### src/rtl/router_input_requester.sv
// Router input port: buffers flits, requests the decoded output port, and
// streams one whole packet per grant before releasing the request.
module router_input_requester #(
    parameter int unsigned DATA_W     = 8,
    parameter int unsigned FIFO_DEPTH = 16,
    parameter int unsigned PORT_ID    = 0
) (
    input  logic              clk,
    input  logic              reset,
    input  logic              in_valid,
    input  logic [DATA_W-1:0] in_data,
    output logic              in_ready,
    output logic [15:0]       req_out,
    input  logic [15:0]       grant_in,
    output logic              out_valid,
    output logic [DATA_W-1:0] out_data,
    output logic              busy,
    output logic              err_grant_lost
);

    localparam int unsigned PTR_W = $clog2(FIFO_DEPTH);
    localparam int unsigned CNT_W = PTR_W + 1;
    localparam logic [CNT_W-1:0] DEPTH_C = CNT_W'(FIFO_DEPTH);

    typedef enum logic [1:0] {IDLE, REQ, SEND, RELEASE} state_t;

    logic [DATA_W-1:0] mem_q [FIFO_DEPTH];
    logic [DATA_W-1:0] mem_d [FIFO_DEPTH];
    logic [PTR_W-1:0]  wr_ptr_q, wr_ptr_d;
    logic [PTR_W-1:0]  rd_ptr_q, rd_ptr_d;
    logic [CNT_W-1:0]  count_q, count_d;
    state_t            state_q, state_d;
    logic [3:0]        dest_q, dest_d;
    logic [4:0]        remaining_q, remaining_d;
    logic [15:0]       req_q, req_d;
    logic              err_q, err_d;

    logic              fifo_empty;
    logic              fifo_full;
    logic [DATA_W-1:0] head;
    logic              grant_dest;
    logic              push;
    logic              pop;

    always_comb begin
        fifo_empty = (count_q == '0);
        fifo_full  = (count_q == DEPTH_C);
        head       = mem_q[rd_ptr_q];
        grant_dest = grant_in[dest_q];
        push       = in_valid && !fifo_full;
        pop        = (state_q == SEND) && !fifo_empty && grant_dest;
    end

    always_comb begin
        mem_d = mem_q;
        if (push) begin
            mem_d[wr_ptr_q] = in_data;
        end
    end

    always_comb begin
        wr_ptr_d    = wr_ptr_q;
        rd_ptr_d    = rd_ptr_q;
        count_d     = count_q;
        state_d     = state_q;
        dest_d      = dest_q;
        remaining_d = remaining_q;
        req_d       = req_q;
        err_d       = err_q;

        if (push) wr_ptr_d = wr_ptr_q + PTR_W'(1);
        if (pop)  rd_ptr_d = rd_ptr_q + PTR_W'(1);
        if (push && !pop) begin
            count_d = count_q + CNT_W'(1);
        end else if (pop && !push) begin
            count_d = count_q - CNT_W'(1);
        end

        case (state_q)
            IDLE: begin
                // Header is only peeked here; it leaves the FIFO as the first SEND pop.
                if (!fifo_empty) begin
                    dest_d      = head[3:0];
                    remaining_d = {1'b0, head[7:4]} + 5'd1;
                    req_d       = 16'd1 << head[3:0];
                    state_d     = REQ;
                end
            end
            REQ: begin
                if (grant_dest) state_d = SEND;
            end
            SEND: begin
                if (!grant_dest) err_d = 1'b1;
                if (pop) begin
                    remaining_d = remaining_q - 5'd1;
                    if (remaining_q == 5'd1) begin
                        req_d   = '0;
                        state_d = RELEASE;
                    end
                end
            end
            RELEASE: state_d = IDLE;
            default: state_d = IDLE;
        endcase
    end

    always_ff @(posedge clk) begin
        mem_q <= mem_d;
    end

    always_ff @(posedge clk) begin
        if (reset) begin
            wr_ptr_q    <= '0;
            rd_ptr_q    <= '0;
            count_q     <= '0;
            state_q     <= IDLE;
            dest_q      <= '0;
            remaining_q <= '0;
            req_q       <= '0;
            err_q       <= 1'b0;
        end else begin
            wr_ptr_q    <= wr_ptr_d;
            rd_ptr_q    <= rd_ptr_d;
            count_q     <= count_d;
            state_q     <= state_d;
            dest_q      <= dest_d;
            remaining_q <= remaining_d;
            req_q       <= req_d;
            err_q       <= err_d;
        end
    end

    assign in_ready       = !fifo_full;
    assign req_out        = req_q;
    assign out_valid      = pop;
    assign out_data       = fifo_empty ? '0 : head;
    assign busy           = (state_q != IDLE);
    assign err_grant_lost = err_q;

    req_onehot_a: assert property (@(posedge clk) disable iff (reset) $onehot0(req_q))
        else $error("router_input_requester port %0d: multi-hot request", PORT_ID);

endmodule

### config.mk
export PLATFORM = sky130hd
export DESIGN_NAME = router_input_requester
export DESIGN_NICKNAME = d
export VERILOG_FILES = /design/src/rtl/router_input_requester.sv
export SDC_FILE = /design/constraint.sdc
export NUM_CORES = 1
export LEC_CHECK = 0
export CAP_MARGIN = 20
export CORE_MARGIN = 8
export CORE_UTILIZATION = 30
export CTS_CLUSTER_SIZE = 10
export DETAILED_ROUTE_END_ITERATION = 6
export HOLD_SLACK_MARGIN = 0.06
export SYNTH_ARGS = -nofsm -noshare
export SYNTH_HDL_FRONTEND = slang
export SYNTH_SLANG_ARGS = --single-unit
### constraint.sdc
create_clock -name clk -period 4.2 [get_ports clk]
set_input_delay 0.84 -clock clk [delete_from_list [all_inputs] [get_ports clk]]
set_output_delay 0.84 -clock clk [all_outputs]
set_load 0.05 [all_outputs]
**Word-level counts from Yosys, hierarchy flattened**

Index checks and enable logic that the tools add are counted.

- Register bits after elaboration: 169
- Bits of input ports: 27

- $add $sub $neg: 6
- Magnitude comparators: 4
- Eq/ne operators: 9
- Shift-type cells: 1
- Muxes and demuxes: 23
- Bitwise logic cells: 4
- Reductions and logical operators: 20

Operators by type and width:

| operator | count |
|---|---|
| $bwmux 128 | 1 |
| $mux 16 | 3 |
| $bmux 8 s4 | 1 |
| $demux 8 s4 | 1 |
| $mux 8 | 4 |
| $pmux 16 s2 | 1 |
| $mux 5 | 4 |
| $shl 1x4->16 const A | 1 |
| $ge 5x5->1 const B | 2 |
| $not 4->5 | 2 |
| $pmux 5 s2 | 1 |
| $sub 5x1->5 const B | 2 |
| $add 4x1->4 const B | 2 |
| $mux 2 | 4 |
| $pmux 2 s4 | 1 |
| $reduce_and 4->1 | 2 |
| $logic_and 1x1->1 | 6 |
| $ne 2x2->1 const B | 3 |
| $reduce_bool 2->1 | 3 |
| $add 4x1->5 const B | 1 |
| $add 5x1->5 const B | 1 |
| $eq 5x1->1 const B | 1 |
| $eq 5x5->1 const B | 1 |
| $logic_not 5->1 | 1 |
| 12 further kinds | 18 |

**Depth between registers and ports, before layout**

- Depth after elaboration: 7
- Mapped depth: 15
- Mapped depth without buffers: 14

**Least setup slack after synthesis**

OpenSTA, ideal clock, no wires.

- Kind: input to register
- Start point: in grant_in[15]
- End point: reg count_q[4]
- Arrival: 3.579 ns
- Setup slack: 0.550 ns
- Stages: 13
- Buffers on the path: 0
- Path through: mux4_2 -> mux2_2 -> a32oi_4 -> nor2_2 -> inv_1 -> ha_1 -> inv_1 -> fa_1 -> a21o_1 -> a21oi_1 -> xnor2_1 -> or3_1 -> a21oi_1

- Cells in the longest elaborated chain, start to end: 6
- Elaborated cells between the ends (all ways): 8
- Classes of those cells: mux: 3; reduce/logical: 5

Ends and longest elaborated chain:

| what | line | source |
|---|---|---|
| start: declaration | 14 | `input logic [15:0] grant_in,` |
| $bmux 1 s4 (*) | 49 | `grant_dest = grant_in[dest_q];` |
| $mux 1 (not written as such) (*) | 49 |  |
| $logic_and 1x1->1 (*) | 51 | `pop = (state_q == SEND) && !fifo_empty && grant_dest;` |
| named net out_valid | 15 | `output logic out_valid,` |
| $logic_not 1->1 | 73 | `if (push && !pop) begin` |
| $logic_and 1x1->1 | 73 |  |
| $mux 5 / $reduce_bool 2->1 (equally long branches) | -- |  |
| end signal: assignment | 124 | `count_q <= count_d;` |
| end: declaration | 31 | `logic [CNT_W-1:0] count_q, count_d;` |

Mark *: on every way through the listed nets, which the timed path passes. The rest lies on a longest branch. The select of a mux whose other input is x is not followed.
A chain may end at the register's enable or synchronous reset.

**Final worst setup path**

- Start point: reg rd_ptr_q[0]
- End point: out out_data[0]

- Cells in the longest elaborated chain, start to end: 5

Ends and longest elaborated chain:

| what | line | source |
|---|---|---|
| start: declaration | 30 | `logic [PTR_W-1:0] rd_ptr_q, rd_ptr_d;` |
| start signal: assignment | 123 | `rd_ptr_q <= rd_ptr_d;` |
| $not 4->5 (not written as such) | 48 | `head = mem_q[rd_ptr_q];` |
| $bmux 8 s4 | 48 |  |
| $mux 8 (not written as such) (2 in a row) | 48 |  |
| $mux 8 | 136 | `assign out_data = fifo_empty ? '0 : head;` |
| end: declaration | 16 | `output logic [DATA_W-1:0] out_data,` |

No other way between the ends. The select of a mux whose other input is x is not followed.

==> out/qor.yml <==
timing:
  timing.hold.ws_ns: 0.4883
  tightest_slew_ns: 0.9688
  clock_skew_ns: 0.01099
  final.setup.worst_slack_ns: 0.1877
  clock.fmax_mhz: 249.2
  worst_slew_margin_rel_pct: 35.03
  setup_tns_ns: 0
  slew_violations: 0
  grt_setup_unrepaired: "no"
  hold_viol: 0
  setup_viol: 0
  final.min_clock_period_ns: 4.012
  period_share_pct: 95.53
pwr:
  power.density_nw_per_um2: 594.1
  p_leak_nw: 2.839
  vdd_drop_max_uv: 252.3
logic_synthesis:
  synth-simple-area-share_pct: 7.801
  ys_types: 48
  synth_edf_count: 128
  seq_area_frac_synth_pct: 65.65
  synthFlopType: "edfxtp_1"
  synth_seq_cells: 169
  synthAdderAreaFrac_pct: 2.923
  synth_compound_area_share_pct: 6.075
  yosys_warnings: 0
  synthesis.nets: 490
  postSynthCellCount: 447
  synthMuxAreaShare_pct: 13.93
  syn_area_um2: 7106
  async_flop_share_pct: 0
  synth_top_family_by_area: "multiplexers"
  synth-xor-area-share_pct: 1.479
  synth_area_per_cell_um2: 15.90
floorplan:
  die_h_um: 169.9
  initial_core_util_pct: 30.45
  rows: 56
  die-area_um2: 28870
  core_area_um2: 23330
  die_x_um: 169.9
  pin_count: 55
worst_setup_path:
  cp-start-kind: "flop"
  arrival_ns: 3.17
  critical_path_class: "flop to output pin"
  rrSetupSlack_ns: 0.77
  critPathRequiredTime_ns: 3.36
  critPathCaptureType: "output pin"
  cp_max_fo: 16
final_layout:
  area_delta_synth_final_pct: 22.17
  fin_nets: 564
  design_area_um2: 8681
  final_util_pct: 37.21
  drive_above_1_share_pct: 19.29
  fill_cells: 2164
  diodes: 0
run:
  maxCapViolations: 0
placed_design:
  place_area_um2: 8114
  portBuffers: 54
  routabilityCongestion: 0.8308
  hpwl_um: 10260
  pre_cts_ws_ns: 0.1308
global_route:
  grt_max_degree: 34
  antenna_found_initial: 0
  grt_usage_pct: 11.29
  use_met2_pct: 18.52
  grt.overflow.total: 0
  grt_pass1_vias: 4249
  top_usage_layer: "met2"
  grt_util_met1_pct: 13.78
  globalRouteMet3Util_pct: 3.499
  grt_pass1_wl_um: 24520
clock_network:
  clock_latency_ns: 0.43
  path_clk_slew_ns: 0.06
  postCtsSetupBuffers: 0
  htree_num_levels: 4
  cts_root_buf: "clkbuf_16"
  clockBufferDepth: 2
  tritoncts.num_buffers: 17
  clock_sinks: 169
  holdBufCountCts: 0
  postCtsResizedCells: 0
  cts_tree: "yes"
hold_path:
  min_path_type: "flop to flop"
run_status:
  status: "finished, final reports clean"
routing:
  drtIter0Drc: 289
  num_vias: 4035
  wl_um: 15560
  ant_nets: 0
  vias_per_cell: 4.730
  wire_per_inst_um: 18.24
  drc: 0
  drtPass1Iterations: 4
[power by group]
group          internal [mW]  total [mW]  switching (mW)
combinational          0.627        1.62           0.995
clock                  0.831        1.50           0.674
sequential              1.93        2.03           0.104
total                   3.38        5.16            1.77
[layout by cell type (no fill, tap or decap), drive strengths merged, types with 12 or more instances in the layout]
| master | netlist | final |
|---|---|---|
| a21oi | 18 | 18 |
| a22o | 16 | 16 |
| and2 | 12 | 12 |
| buf | 13 | 24 |
| clkbuf | 9 | 18 |
| clkdlybuf4s50 | 0 | 53 |
| dfxtp | 41 | 41 |
| edfxtp | 128 | 128 |
| ha | 15 | 15 |
| inv | 10 | 16 |
| mux4 | 39 | 39 |
| nand2 | 16 | 16 |
| nor2 | 38 | 38 |
[synthesized netlist by cell type (7+ instances only)]
cell type  instances  area share [%]
nand2_1           16            0.85
nand3_1           10            0.70
a21oi_1           18             1.3
nand2b_1           7            0.62
inv_1             10            0.53
mux4_2            39              12
nor2b_1            8            0.70
dfxtp_1           41              12
and2_1            12             1.1
ha_1              15             2.6
nor3_1             9            0.63
clkbuf_1           9            0.48
edfxtp_1         128              54
a22o_1            16             2.0
mux2i_1           10             1.4
nor2_1            37             2.0
[per-stage QoR]
step | total power, mW | instances
global placement | 3.656 | 821
finish | 5.158 | 853
CTS | 5.205 | 853
detailed placement | 3.700 | 821
global route | 5.419 | 853
floorplan | 3.235 | 447
[area by class of cell]
class / count / area, µm² / share of cell area, %
flip-flops and latches: 169 / 4666 / 53.75
well taps: 319 / 399.1 / 4.598
multi-input cells: 246 / 2288 / 26.36
clock inverters: 14 / 137.6 / 1.585
repair buffers: 77 / 723.2 / 8.331
inverters: 10 / 37.54 / 0.4324
clock buffers: 18 / 429.2 / 4.944
[metal layers]
metal  share of wire (%)  up-vias
li1                    -     1884
met1                  44     2050
met2                  49       87
met3                 6.0       14
met4                 1.3        0
met5                   0        -
[registers in the layout (all words and copies together), names as in the netlist]
signal          count
count_q             5
dest_q              4
err_grant_lost      1
mem_q             128
rd_ptr_q            4
remaining_q         5
req_out            16
state_q             2
wr_ptr_q            4
[path summary, 6_finish.rpt]
kind                    start          end  depth (start not counted)
setup / recovery  rd_ptr_q[0]  out_data[0]                          5
hold / removal     req_out[3]   req_out[3]                          1
setup reg to reg    dest_q[1]   count_q[4]                         13
hold reg to reg    req_out[3]   req_out[3]                          1
[cells by family after synthesis]
| family | Yosys count |
|---|---|
| flip-flops | 169 |
| AND/OR/NAND/NOR | 111 |
| AO/OA/AOI/OAI | 57 |
| multiplexers | 50 |
| buffers and inverters | 32 |
| adder cells (fa/ha/maj) | 16 |
| XOR/XNOR | 12 |
[critical path: stages (launching register included)]
cell and delay (ns):
dfxtp_2 0.33, buf_4 0.32, mux4_2 0.57, mux4_2 0.61
and2_1 0.21, clkdlybuf4s50_1 0.71
No activity file was read; power rests on OpenSTA's default activity.
